--- config.mk ---
export PLATFORM = sky130hd
export DESIGN_NAME = rf_wr_arbiter
export DESIGN_NICKNAME = d
export VERILOG_FILES = /design/src/rtl/rf_wr_arbiter.sv
export SDC_FILE = /design/constraint.sdc
export NUM_CORES = 1
export LEC_CHECK = 0
export CAP_MARGIN = 20
export CORE_MARGIN = 3
export CORE_UTILIZATION = 43
export CTS_BUF_LIST = sky130_fd_sc_hd__clkbuf_8
export CTS_CLUSTER_SIZE = 20
export DETAILED_ROUTE_END_ITERATION = 8
export PLACE_DENSITY = 0.95
export SYNTH_ARGS = -nofsm -noshare
export SYNTH_HDL_FRONTEND = slang
export SYNTH_SLANG_ARGS = --single-unit
--- constraint.sdc ---
create_clock -name clk -period 6.5 [get_ports clk]
set_input_delay 0.65 -clock clk [delete_from_list [all_inputs] [get_ports clk]]
set_output_delay 0.65 -clock clk [all_outputs]
set_load 0.005 [all_outputs]
--- src/rtl/rf_wr_arbiter.sv ---
// Round-robin arbiter that funnels several writeback sources onto the single
// register-file write port, with a pending-destination mask and a contention counter.
module rf_wr_arbiter #(
  parameter int NREQ = 3,
  parameter int AW   = 5,
  parameter int DW   = 32
) (
  input  logic              clk,
  input  logic              rst_n,
  input  logic              stall,
  input  logic              flush,
  input  logic [NREQ-1:0]    req_valid,
  input  logic [NREQ*AW-1:0] req_addr,
  input  logic [NREQ*DW-1:0] req_data,
  output logic [NREQ-1:0]    req_ready,
  output logic              wr_en,
  output logic [AW-1:0]     rd_addr,
  output logic [DW-1:0]     data_in,
  output logic [1:0]        grant_id,
  output logic [31:0]       pend_mask,
  output logic [15:0]       conflict_cnt
);

  logic [1:0]    last_q;
  logic          wr_en_q;
  logic [AW-1:0] rd_addr_q;
  logic [DW-1:0] data_q;
  logic [1:0]    grant_q;
  logic [15:0]   conflict_q;

  logic          found;
  logic [1:0]    gnt_idx;
  logic          accept;
  logic          contended;
  logic [AW-1:0] sel_addr;
  logic [DW-1:0] sel_data;

  // Search starts just after the previous winner and wraps, so each valid
  // requester is reached within NREQ accepts.
  always_comb begin
    found   = 1'b0;
    gnt_idx = '0;
    for (int k = 1; k <= NREQ; k++) begin
      int idx;
      idx = (int'(last_q) + k) % NREQ;
      if (!found && req_valid[idx]) begin
        found   = 1'b1;
        gnt_idx = 2'(idx);
      end
    end
  end

  assign accept    = found && !stall && rst_n;
  assign contended = $countones(req_valid) >= 2;

  always_comb begin
    int sel;
    sel      = int'(gnt_idx);
    sel_addr = req_addr[sel*AW +: AW];
    sel_data = req_data[sel*DW +: DW];
  end

  genvar gi;
  generate
    for (gi = 0; gi < NREQ; gi++) begin : g_ready
      assign req_ready[gi] = accept && (gnt_idx == 2'(gi));
    end
  endgenerate

  // Writes to x0 are consumed but never raise the write enable.
  always_ff @(posedge clk or negedge rst_n) begin
    if (!rst_n) begin
      last_q     <= 2'(NREQ - 1);
      wr_en_q    <= 1'b0;
      rd_addr_q  <= '0;
      data_q     <= '0;
      grant_q    <= '0;
      conflict_q <= '0;
    end else begin
      wr_en_q <= accept && !flush && (sel_addr != '0);
      if (accept) begin
        rd_addr_q <= sel_addr;
        data_q    <= sel_data;
        grant_q   <= gnt_idx;
        last_q    <= gnt_idx;
      end
      if (contended && conflict_q != 16'hFFFF) begin
        conflict_q <= conflict_q + 16'd1;
      end
    end
  end

  assign wr_en        = wr_en_q;
  assign rd_addr      = rd_addr_q;
  assign data_in      = data_q;
  assign grant_id     = grant_q;
  assign conflict_cnt = conflict_q;
  assign pend_mask    = wr_en_q ? (32'd1 << rd_addr_q) : 32'd0;

endmodule

After elaboration in Yosys (flattened, before gate mapping). Index checks and enable logic that the tools add are counted.

Output and inout port bits: 91. Register bits: 58. Input port bits: 118.

Add/sub/neg operators: 6. Div/mod/pow operators: 3. Multiplexer cells: 16. Shift operators: 3. Magnitude comparators: 4. Reductions and logical operators: 16. Eq/ne operators: 3. $mul: 1.

Operators by type and width (number): less-than comparator 32 x 4 -> 1 bit (second input constant) (3); modulo 32 x 3 -> 32 bit (second input constant) (3); indexed part select 96 x 8 -> 32 bit (1); two-way mux 32 bit (1); << shifter 1 x 5 -> 32 bit (first input constant) (1); adder 16 x 1 -> 16 bit (second input constant) (1); != test 16 bit (second input constant) (1); indexed part select 15 x 6 -> 5 bit (1); logical AND 1 bit (10); two-way mux 1 bit (9); adder 2 x 2 -> 3 bit (second input constant) (2); binary-select mux 1 bit (select 2 bit) (3); two-way mux 2 bit (3); multiplier 2 x 3 -> 5 bit (second input constant) (1); nonzero test 5 bit (1); zero test 1 bit (4); adder 2 x 1 -> 3 bit (1); adder 2 x 1 -> 3 bit (second input constant) (1); >= comparator 3 x 2 -> 1 bit (second input constant) (1); adder 1 x 1 -> 2 bit (1); equality test 2 x 1 -> 1 bit (second input constant) (1); equality test 2 bit (second input constant) (1); zero test 2 bit (1).

Longest topological paths before layout. Gate-level depths: netlist (run 1).

Depth in word-level cells: 16. Gate-level depth with buffers: 12.

Worst setup path after synthesis (run 1). Ideal clock, no wire load.

Path kind: register to output. Start point: reg last_q[1]. End point: out req_ready[0]. Path buffers: 3. Cell stages (with the launch flop): 11. Arrival: 2.099 ns. Path slack: 3.751 ns. Cells stage by stage: dfstp_2 -> ha_1 -> buf_6 -> mux2_4 -> o2bb2ai_2 -> nor2_1 -> nand2_1 -> nand3b_2 -> buf_2 -> buf_2 -> nor3b_1.

Word-level cells in the longest chain between the ends: 15. Elaborated cells between the ends (all ways): 29. Classes of those cells: add/sub (3); div (3); mux (15); reduce/logical (8).

RTL lines: from (decl) (RTL line 24) `logic [1:0] last_q;`; from (signal assigned) (RTL line 73) `last_q <= 2'(NREQ - 1);`; from (signal assigned) (RTL line 85) `last_q <= gnt_idx;`; adder 2 x 1 -> 3 bit (RTL line 45) `idx = (int'(last_q) + k) % NREQ;`; modulo 32 x 3 -> 32 bit (RTL line 45); binary-select mux 1 bit (select 2 bit) (RTL line 46) `if (!found && req_valid[idx]) begin`; two-way mux 1 bit (not written as such) (2 in a row) (RTL line 46); two-way mux 1 bit (RTL line 46); zero test 1 bit (RTL line 46); logical AND 1 bit (RTL line 46); two-way mux 1 bit (RTL line 46); zero test 1 bit (RTL line 46); logical AND 1 bit (RTL line 46); two-way mux 1 bit (RTL line 46); logical AND 1 bit (2 in a row) (RTL line 53) `assign accept = found && !stall && rst_n;`; logical AND 1 bit * (RTL line 66) `assign req_ready[gi] = accept && (gnt_idx == 2'(gi));`; to (decl) (RTL line 15) `output logic [NREQ-1:0] req_ready,`.

Every way passes the cells marked *; elsewhere a longest branch is shown, timed or not. The select of a mux whose other input is x is not followed.

Worst setup path in the final report (run 1).
Start point: in req_valid[1]. End point: out req_ready[0].

Word-level cells in the longest chain between the ends: 13. Elaborated cells between the ends (all ways): 23. Classes of those cells: mux (15); reduce/logical (8).

RTL lines: from (decl) (RTL line 12) `input logic [NREQ-1:0] req_valid,`; binary-select mux 1 bit (select 2 bit) (RTL line 46); two-way mux 1 bit (not written as such) (2 in a row) (RTL line 46); two-way mux 1 bit (RTL line 46); zero test 1 bit (RTL line 46); logical AND 1 bit (RTL line 46); two-way mux 1 bit (RTL line 46); zero test 1 bit (RTL line 46); logical AND 1 bit (RTL line 46); two-way mux 1 bit (RTL line 46); logical AND 1 bit (2 in a row) (RTL line 53); logical AND 1 bit * (RTL line 66).

Marks and branches as above.

==> reports/results.tsv, run 1 <==
stage	metric	value	unit
clock_network	CTS sink count	57	
floorplanning	# rows	33	
floorplanning	initial core utilization	44.5	%
timing	final worst path period share	66.5	%
clock_network	setup bufs post-CTS	0	
layout	Register Area	1430	um^2
global_routing	GRT Overall Usage	23.5	%
yosys	Post-synth EDFFs	0	
yosys	Mapped Area	3670	um^2
critical_path	CP Max Fanout	48	
power_and_ir_drop	total power	2.37	mW
clock_network	Clk Latency, worst-skew pair	0.32	ns
layout	Final nets	701	
timing	Slew Viols, Final	0	
layout	share of layout cells above drive strength 1	6.87	%
place	IO buf count	208	
yosys	count leader, synth	nor2_1	
yosys	synth unique cells	49	
critical_path	CP Launch Type	input pin	
floorplanning	die height	98.4	um
timing	Final Setup Violations	0	
power_and_ir_drop	maximum vdd ir drop	0.000295	V
yosys	sequential fraction of the synthesis area	38.9	%
route	WL/cell	16.9	um
layout	multi-input logic area	2070	um^2
yosys	Synth Net Count	505	
yosys	commonest cells in the netlist	62 x nor2_1, 56 x dfrtp_1, 37 x a21o_1, 35 x mux2i_1, 32 x a211oi_1	
floorplanning	die area	9690	um^2
clock_network	Clock Path Buffers	2	
global_routing	first-pass GRT wire length	18400	um
timing	skew final	0.00922	ns
floorplanning	Core Area	8260	um^2
min_path	Hold WC Path Type	input pin to async pin	
global_routing	Remaining Overflow, GRT	0	
layout	Util after Layout	72.3	%
global_routing	pin count of the biggest net entering global routing	74	
place	Post-DP HPWL	9080	um
clock_network	CTS clk-pin slew, worst paths	0.07	ns
clock_network	CTS buffer count	9	
yosys	Synth area leader	dfrtp_1	
route	total number of vias	3641	
route	Routed Antenna Nets	0	
clock_network	root buf cell	clkbuf_8	
critical_path	crit path DAT	3.68	ns
timing	Fin. Hold Viols	0	
route	DRT iter0 DRCs	98	
yosys	synthesized instance count	381	
power_and_ir_drop	power density over cell area	397	nW/um^2
job	Max Cap Violations	0	
global_routing	vias in the first global route	3821	
timing	measured slew at the worst slew-check pin	0.757	ns
yosys	Seq cells post-synth	57	
route	Routed WL	11600	um
timing	Slew HR	49.5	%
power_and_ir_drop	Leak Pwr	2.66	nW
route	vias per cell	5.30	
critical_path	CP required	5.85	ns
floorplanning	# IOs	209	
place	RD Place Congestion	0.921	
yosys	ys async rst share	100	%
yosys	Synth area leaders	dfrtp_1 38%, mux2i_1 9.5%, a21o_1 7.6%	
route	post-route DRC violation count	0	
yosys	Syn Area/Cell	9.64	um^2
timing	Period minus WS final	4.33	ns
floorplanning	die width	98.4	um
route	First-pass DRT Iterations	4	
clock_network	CTS HTree Levels	3	
yosys	ys flop type	dfrtp_1	
critical_path	Crit Path Class	input pin to output port	
timing	f_max	231	MHz
yosys	yosys warns	0	
timing	final setup TNS	0	ns
critical_path	crit end category	output port	
yosys	Synth top area share	38.1	%
clock_network	CTS tree	yes	
layout	Ant. Diodes	0	
global_routing	antenna violations before repair	0	
run_status	status	completed	
timing	unrepaired setup endpoints after global routing	false	
layout	layout filler cell count	610	
clock_network	CTS Hold Bufs	0	
clock_network	CTS resizes	0	
layout	Area growth syn-to-layout	62.4	%
==> cell families after synthesis <==
group / count (synthesis) / share of synthesized area, %
AOI/OAI and AO/OA: 93 / 19.3
xor gates and xnor gates: 14 / 3.34
adders and majority gates: 6 / 2.04
buffers and inverters: 34 / 5.55
DFF: 57 / 38.9
muxes: 44 / 13.6
and+or+nand+nor: 133 / 17.3
==> layout make-up <==
class,count,share of cell area [%]
clock buffers,12,2.77
clock inverters,4,0.713
inverters,7,0.440
multi-input cells,290,34.6
flip-flops and latches,57,23.9
well taps,105,2.20
repair buffers,212,35.3
==> layer usage <==
| metal | up-vias | GRT usage, % | share of wire, % |
|---|---|---|---|
| li1 | 1763 | - | - |
| met1 | 1701 | 25.2 | 36 |
| met2 | 156 | 44.0 | 54 |
| met3 | 21 | 4.74 | 7.8 |
| met4 | 0 | 10.4 | 2.5 |
| met5 | - | 0 | 0 |
==> worst max-delay path: stages <==
cell             delay, ns
clkdlybuf4s50_1       0.60
mux2i_1               0.14
o21ai_2               0.33
nor2_1                0.09
nand2_1               0.09
nand3b_2              0.49
buf_4                 0.51
nor3b_1               0.24
clkdlybuf4s50_1       0.54
==> power by group <==
part           leakage (nW)  internal (mW)  total (mW)  switching (mW)
Sequential            0.716          0.499       0.633           0.134
Combinational          1.83          0.748        1.40           0.649
Clock                 0.115          0.205       0.340           0.135
Total                  2.66           1.45        2.37           0.917
==> metrics by stage <==
| step | area (um^2) | setup slack (ns) | std cells | hold slack (ns) |
|---|---|---|---|---|
| floorplan | 3670 | 3.75 | 381 | 0.354 |
| global placement | 5760 | 2.28 | 671 | 0.458 |
| detailed placement | 5760 | 2.20 | 671 | 0.466 |
| CTS | 5970 | 2.18 | 687 | 0.480 |
| global route | 5970 | 1.92 | 687 | 0.504 |
| finish | 5970 | 2.17 | 687 | 0.464 |
==> flip-flops by register name, indices dropped and copies added, names as in the netlist <==
name	flops
grant_id	1
data_in	32
last_q	2
wr_en	1
conflict_cnt	16
rd_addr	5
==> final timing paths <==
check | start | to | slack (ns) | cells after the start
max | req_valid[1] | req_ready[0] | 2.17 | 9
min | rst_n | conflict_cnt[0]$_DFFE_PN0P_ | 0.46 | 2
max reg2reg | last_q[0]$_DFFE_PN0P_ | rd_addr[1]$_DFFE_PN0P_ | 3.30 | 10
min reg2reg | data_in[31]$_DFFE_PN0P_ | data_in[31]$_DFFE_PN0P_ | 0.47 | 1
max in group asynchronous | rst_n | rd_addr[1]$_DFFE_PN0P_ | 5.52 | 2
min in group clk | data_in[31]$_DFFE_PN0P_ | data_in[31]$_DFFE_PN0P_ | 0.47 | 1
==> placed cells by master (no fill, tap or decap), drive strengths merged, types with 7 or more instances in the layout <==
cell	instances
clkdlybuf4s50	207
nor2	62
dfrtp	56
mux2i	38
a21o	37
a211oi	32
nand2	17
nor3	12
xnor2	12
clkbuf	12
inv	9
nand3	8
nand2b	7
o21ai	7
No activity file was read; power rests on OpenSTA's default activity.
==> run 2, diff against run 1 <==
CORE_UTILIZATION = 36   (was 43)
PLACE_DENSITY = 0.86   (was 0.95)
clock period = 3.75 ns   (was 6.5 ns; I/O delays follow)
==> run 2 against run 1 <==
- wire length decreased by 3.4%
- utilization decreased by 11 points
- setup slack got worse by 1.9 ns
- via count decreased by 0.88%
- clock-buffer cell count decreased by 1
- critical path type is now flop to output port
- largest cell class unchanged
- highest routed layer unchanged
==> reports/results.tsv, run 2 (same netlist as run 1, synthesis figures left out) <==
stage	metric	value	unit	change
run_status	status	completed		
global_routing	first-pass GRT wire length	17800	um	-3.0%
route	WL met3	756	um	-17%
power_and_ir_drop	power density over cell area	679	nW/um^2	+71%
place	Post-DP HPWL	8950	um	-1.4%
floorplanning	die height	107	um	+8.7%
place	RD Place Congestion	0.807		-12%
global_routing	Remaining Overflow, GRT	0		unchanged
place	IO buf count	208		unchanged
timing	final worst path period share	92.9	%	
timing	unrepaired setup endpoints after global routing	false		
power_and_ir_drop	P_int	2.52	mW	+73%
floorplanning	Core Area	9860	um^2	+19%
place	pre-CTS worst setup slack	0.584	ns	-1.61 ns
critical_path	CP Max Fanout	36		-25%
power_and_ir_drop	Clock Power Share	13.9	%	-0.4 points
global_routing	vias in the first global route	3644		-4.6%
route	post-route DRC violation count	0		unchanged
power_and_ir_drop	Gate power share	59.3	%	+0.4 points
layout	most frequent cells in the layout	207 x clkdlybuf4s50_1, 62 x nor2_1, 56 x dfrtp_1, 37 x a21o_1, 35 x mux2i_1		
power_and_ir_drop	Switching Share	38.4	%	-0.28 points
layout	share of layout cells above drive strength 1	7.36	%	+0.49 points
route	WL/cell	15.6	um	-7.5%
critical_path	CP required	3.38	ns	-2.47 ns
layout	most common cell after layout, fill and taps aside	clkdlybuf4s50_1		
clock_network	setup bufs post-CTS	0		unchanged
clock_network	CTS sink count	57		unchanged
critical_path	crit path DAT	3.11	ns	-0.57 ns
floorplanning	# rows	36		+9.1%
clock_network	CTS HTree Levels	3		unchanged
timing	Final Setup Violations	0		unchanged
floorplanning	die area	11500	um^2	+18%
global_routing	pin count of the biggest net entering global routing	58		-22%
layout	Area growth syn-to-layout	63.7	%	
timing	Slew Viols, Final	0		unchanged
layout	Ant. Diodes	0		unchanged
route	Routed Antenna Nets	0		unchanged
clock_network	CTS buffer count	9		unchanged
power_and_ir_drop	switching power	1.57	mW	+71%
global_routing	GRT Overall Usage	19.5	%	-4.0 points
route	First-pass DRT Iterations	4		unchanged
power_and_ir_drop	sequential fraction of design power	26.7	%	about the same
clock_network	CTS tree	yes		
route	top routing layer used	met4		
route	M1 wire length	4430	um	+5.7%
route	total number of vias	3609		-0.88%
floorplanning	die width	107	um	+8.7%
timing	final setup TNS	0	ns	unchanged
layout	max reg flops	32		unchanged
clock_network	Clock Path Buffers	2		unchanged
route	DRT iter0 DRCs	171		+74%
critical_path	crit end category	output port		
clock_network	CTS resizes	0		unchanged
floorplanning	# IOs	209		unchanged
timing	f_max	287	MHz	
route	vias per cell	5.03		-5.0%
min_path	Hold WC Path Type	input pin to async pin		
timing	skew final	0.00972	ns	+0.000499 ns
clock_network	CTS clk-pin slew, worst paths	0.07	ns	about the same
critical_path	Crit Path Class	flop to output port		
power_and_ir_drop	maximum vdd ir drop	0.000415	V	+41%
timing	Period minus WS final	3.48	ns	
timing	measured slew at the worst slew-check pin	0.728	ns	-0.0290 ns
power_and_ir_drop	Leak Pwr	2.67	nW	+0.18%
clock_network	Clk Latency, worst-skew pair	0.32	ns	about the same
clock_network	CTS Hold Bufs	0		unchanged
clock_network	root buf cell	clkbuf_8		
route	WL met2	5820	um	-6.3%
timing	Slew HR	51.4	%	+1.9 points
job	Max Cap Violations	0		unchanged
route	Routed WL	11200	um	-3.4%
global_routing	antenna violations before repair	0		unchanged
timing	Fin. Hold Viols	0		unchanged
timing	final setup margin	0.267	ns	-1.91 ns
floorplanning	initial core utilization	37.2	%	-7.2 points
critical_path	CP Launch Type	flop		
layout	Final nets	704		+0.43%
[run 2: cell types whose count changed in the layout (fill, tap and decap cells not counted), sizes merged]
cell | before | now
inv | 9 | 8
clkinv | 1 | 2
clkbuf | 12 | 11
buf | 5 | 8
[run 2: path summary, 6_finish.rpt]
kind / from / end / slack (ns) / depth (start not counted)
max: last_q[0]$_DFFE_PN0P_ / req_ready[2] / 0.27 / 10
min: rst_n / grant_id[1]$_DFFE_PN0P_ / 0.25 / 2
max reg2reg: last_q[0]$_DFFE_PN0P_ / data_in[27]$_DFFE_PN0P_ / 0.64 / 10
min reg2reg: data_in[21]$_DFFE_PN0P_ / data_in[21]$_DFFE_PN0P_ / 0.48 / 1
max in group asynchronous: rst_n / rd_addr[4]$_DFFE_PN0P_ / 2.99 / 2
min in group clk: data_in[21]$_DFFE_PN0P_ / data_in[21]$_DFFE_PN0P_ / 0.48 / 1
[run 2: cell type report]
type	count	area, um^2
clock buffer	11	151
inverter	7	26.3
fill	820	3850
clock inverter	4	43.8
tap	133	166
sequential	57	1430
multi-input combinational	290	2070
timing repair buffer	215	2130
[run 2: per-layer routing]
layer  vias to the layer above  GRT usage (%)
met2                       133           34.8
met1                      1699           22.3
met4                         0           5.48
met3                        17           6.26
met5                         -              0
li1                       1760              -
[run 2: critical path, cell delays in order, from the launching register on]
cell             delay (ns)
dfrtp_1                0.42
inv_1                  0.09
ha_1                   0.48
mux2_4                 0.35
o2bb2ai_2              0.16
nor2_1                 0.11
nand2_1                0.07
nand3b_2               0.13
buf_4                  0.34
nor2_1                 0.14
clkdlybuf4s50_1        0.48
[run 2: through the flow]
stage	cell area (um^2)	power [mW]	hold WS [ns]	util, %	std cells
3_5_place_dp	5820	3.54	0.465	59.0	702
6_report	6010	4.08	0.249	60.9	717
4_1_cts	6010	4.13	0.295	60.9	717
5_1_grt	6010	4.39	0.331	60.9	717
3_3_place_gp	5820	3.44	0.459	59.0	702
2_1_floorplan	3670	2.74	0.0794	-	381
[run 2: power groups by stage]
stage	Combinational [mW]	Sequential (mW)	Clock [mW]
after CTS	2.46	1.09	0.586
after detailed placement	2.45	1.10	0
after floorplan	1.69	1.05	0
final	2.42	1.09	0.569
after global routing	2.64	1.13	0.618
after global placement	2.36	1.08	0
==> run 3, diff against run 2 <==
CORE_UTILIZATION = 35   (was 36)
CTS_BUF_LIST = sky130_fd_sc_hd__clkbuf_16   (was sky130_fd_sc_hd__clkbuf_8)
PLACE_DENSITY = 0.84   (was 0.86)
==> run 3 against run 2 <==
- cell count stayed put
- clock power grew 49%
- first-iteration DRC count decreased by 16%
- clock skew decreased by 0.0010 ns
- hold slack improved by 0.031 ns
- cell area is 1.9% higher
- largest cell class unchanged
- largest power group unchanged
==> reports/results.tsv, run 3 (same netlist as run 1, synthesis figures left out) <==
stage	metric	value	unit	change
clock_network	CTS HTree Levels	3		unchanged
min_path	Hold WC Path Type	input pin to async pin		
place	placed inst area	5810	um^2	-0.13%
timing	Final Setup Violations	0		unchanged
global_routing	pin count of the biggest net entering global routing	67		+16%
timing	Period minus WS final	3.44	ns	-0.0470 ns
job	Max Cap Violations	0		unchanged
timing	Slew Viols, Final	0		unchanged
route	Routed Antenna Nets	0		unchanged
clock_network	CTS sink count	57		unchanged
place	RD Place Congestion	0.795		-1.6%
power_and_ir_drop	sequential fraction of design power	25.1	%	-1.6 points
critical_path	CP Launch Type	flop		
timing	f_max	291	MHz	+1.4%
layout	Final Instance Area	6130	um^2	+1.9%
power_and_ir_drop	power density over cell area	712	nW/um^2	+4.8%
floorplanning	initial core utilization	36.7	%	-0.50 points
timing	Slew HR	51.5	%	about the same
route	total number of vias	3640		+0.86%
critical_path	Crit Path Class	flop to output port		
layout	Area growth syn-to-layout	66.8	%	
global_routing	antenna violations before repair	1		+1
clock_network	CTS Hold Bufs	0		unchanged
clock_network	Clock Path Buffers	2		unchanged
global_routing	first-pass GRT wire length	17500	um	-2.0%
timing	Fin. Hold Viols	0		unchanged
power_and_ir_drop	Switching Share	36.9	%	-1.5 points
timing	skew final	0.00867	ns	-0.00105 ns
global_routing	vias in the first global route	3565		-2.2%
layout	Ant. Diodes	0		unchanged
layout	max reg flops	32		unchanged
route	First-pass DRT Iterations	6		+2
critical_path	crit end category	output port		
route	DRT iter0 DRCs	144		-16%
power_and_ir_drop	P_int	2.75	mW	+9.5%
route	Routed WL	11600	um	+3.3%
critical_path	CP required	3.38	ns	about the same
power_and_ir_drop	switching power	1.61	mW	+2.5%
floorplanning	die width	108	um	+1.3%
timing	final worst path period share	91.6	%	-1.3 points
timing	unrepaired setup endpoints after global routing	false		
floorplanning	# rows	36		unchanged
layout	share of layout cells above drive strength 1	7.36	%	unchanged
power_and_ir_drop	Clock Power Share	19.4	%	+5.5 points
timing	final setup TNS	0	ns	unchanged
route	post-route DRC violation count	0		unchanged
layout	most frequent cells in the layout	207 x clkdlybuf4s50_1, 62 x nor2_1, 56 x dfrtp_1, 37 x a21o_1, 35 x mux2i_1		
power_and_ir_drop	Leak Pwr	2.71	nW	+1.5%
place	Post-DP HPWL	9220	um	+3.0%
floorplanning	# IOs	209		unchanged
critical_path	crit path DAT	3.06	ns	-0.05 ns
clock_network	CTS buffer count	9		unchanged
global_routing	Remaining Overflow, GRT	0		unchanged
floorplanning	die area	11800	um^2	+2.7%
clock_network	CTS clk-pin slew, worst paths	0.06	ns	about the same
critical_path	CP Max Fanout	9		-75%
clock_network	CTS tree	yes		
layout	Util after Layout	61.3	%	+0.32 points
run_status	status	completed		
place	IO buf count	208		unchanged
clock_network	root buf cell	clkbuf_16		
route	WL/cell	16.1	um	+3.3%
power_and_ir_drop	Gate power share	55.5	%	-3.8 points
layout	Final nets	703		-0.14%
timing	measured slew at the worst slew-check pin	0.728	ns	-0.000269 ns
global_routing	GRT Overall Usage	18.9	%	-0.58 points
floorplanning	Core Area	10000	um^2	+1.4%
clock_network	Clk Latency, worst-skew pair	0.32	ns	about the same
floorplanning	die height	108	um	+1.3%
route	vias per cell	5.08		+0.86%
power_and_ir_drop	maximum vdd ir drop	0.000373	V	-10%
layout	most common cell after layout, fill and taps aside	clkdlybuf4s50_1		
==> run 3: power by group through the flow <==
stage               registers, mW  logic, mW  clock network [mW]
floorplan                    1.05       1.69                   0
global placement             1.08       2.35                   0
detailed placement           1.10       2.44                   0
CTS                          1.10       2.44               0.866
global route                 1.14       2.62               0.894
finish                       1.09       2.42               0.848
==> run 3: what timing repair did <==
item	CTS	global route
gates resized for setup	0	1
buffers inserted	0	0
endpoints found under the setup margin	0	1
==> run 3: cell type report <==
class                           instances  area (um^2)
Fill cell                             879         3870
Timing Repair Buffer                  214         2120
Multi-Input combinational cell        290         2070
Sequential cell                        57         1430
Clock buffer                            9          225
Tap cell                              133          166
Clock inverter                          7         85.1
Inverter                                7         26.3
==> run 3: path summary, 6_finish.rpt <==
| check | start | to | slack [ns] | depth (start not counted) |
|---|---|---|---|---|
| max in group asynchronous | rst_n | data_in[29]$_DFFE_PN0P_ | 2.97 | 2 |
| hold reg to reg | data_in[6]$_DFFE_PN0P_ | data_in[6]$_DFFE_PN0P_ | 0.47 | 1 |
| setup reg to reg | last_q[0]$_DFFE_PN0P_ | wr_en$_DFF_PN0_ | 0.82 | 10 |
| setup / recovery | last_q[0]$_DFFE_PN0P_ | req_ready[1] | 0.31 | 9 |
| hold / removal | rst_n | data_in[8]$_DFFE_PN0P_ | 0.28 | 2 |
| min in group clk | data_in[6]$_DFFE_PN0P_ | data_in[6]$_DFFE_PN0P_ | 0.47 | 1 |
==> run 3: worst max-delay path: stages, from the launching register on <==
cell and delay, ns:
dfrtp_1 0.41, inv_1 0.08, ha_1 0.49, mux2_4 0.24
o2bb2ai_2 0.17, nor2_1 0.07, nand2_1 0.09, nand3b_2 0.15
nor4bb_2 0.46, clkdlybuf4s50_1 0.59
==> run 3: through the flow <==
| step | power [mW] | setup slack, ns | cells | hold slack [ns] |
|---|---|---|---|---|
| floorplan | 2.74 | 1.28 | 381 | 0.0794 |
| global placement | 3.44 | 0.637 | 701 | 0.459 |
| detailed placement | 3.54 | 0.466 | 701 | 0.465 |
| CTS | 4.41 | 0.176 | 717 | 0.310 |
| global route | 4.66 | 0.125 | 717 | 0.332 |
| finish | 4.36 | 0.314 | 717 | 0.280 |
==> run 3: routing by layer <==
layer	GRT usage (%)	vias up	part of all wire, %
met5	0	-	0.11
met4	5.86	2	1.3
met3	7.34	14	10
met2	34.1	155	51
met1	20.3	1705	37
li1	-	1764	-
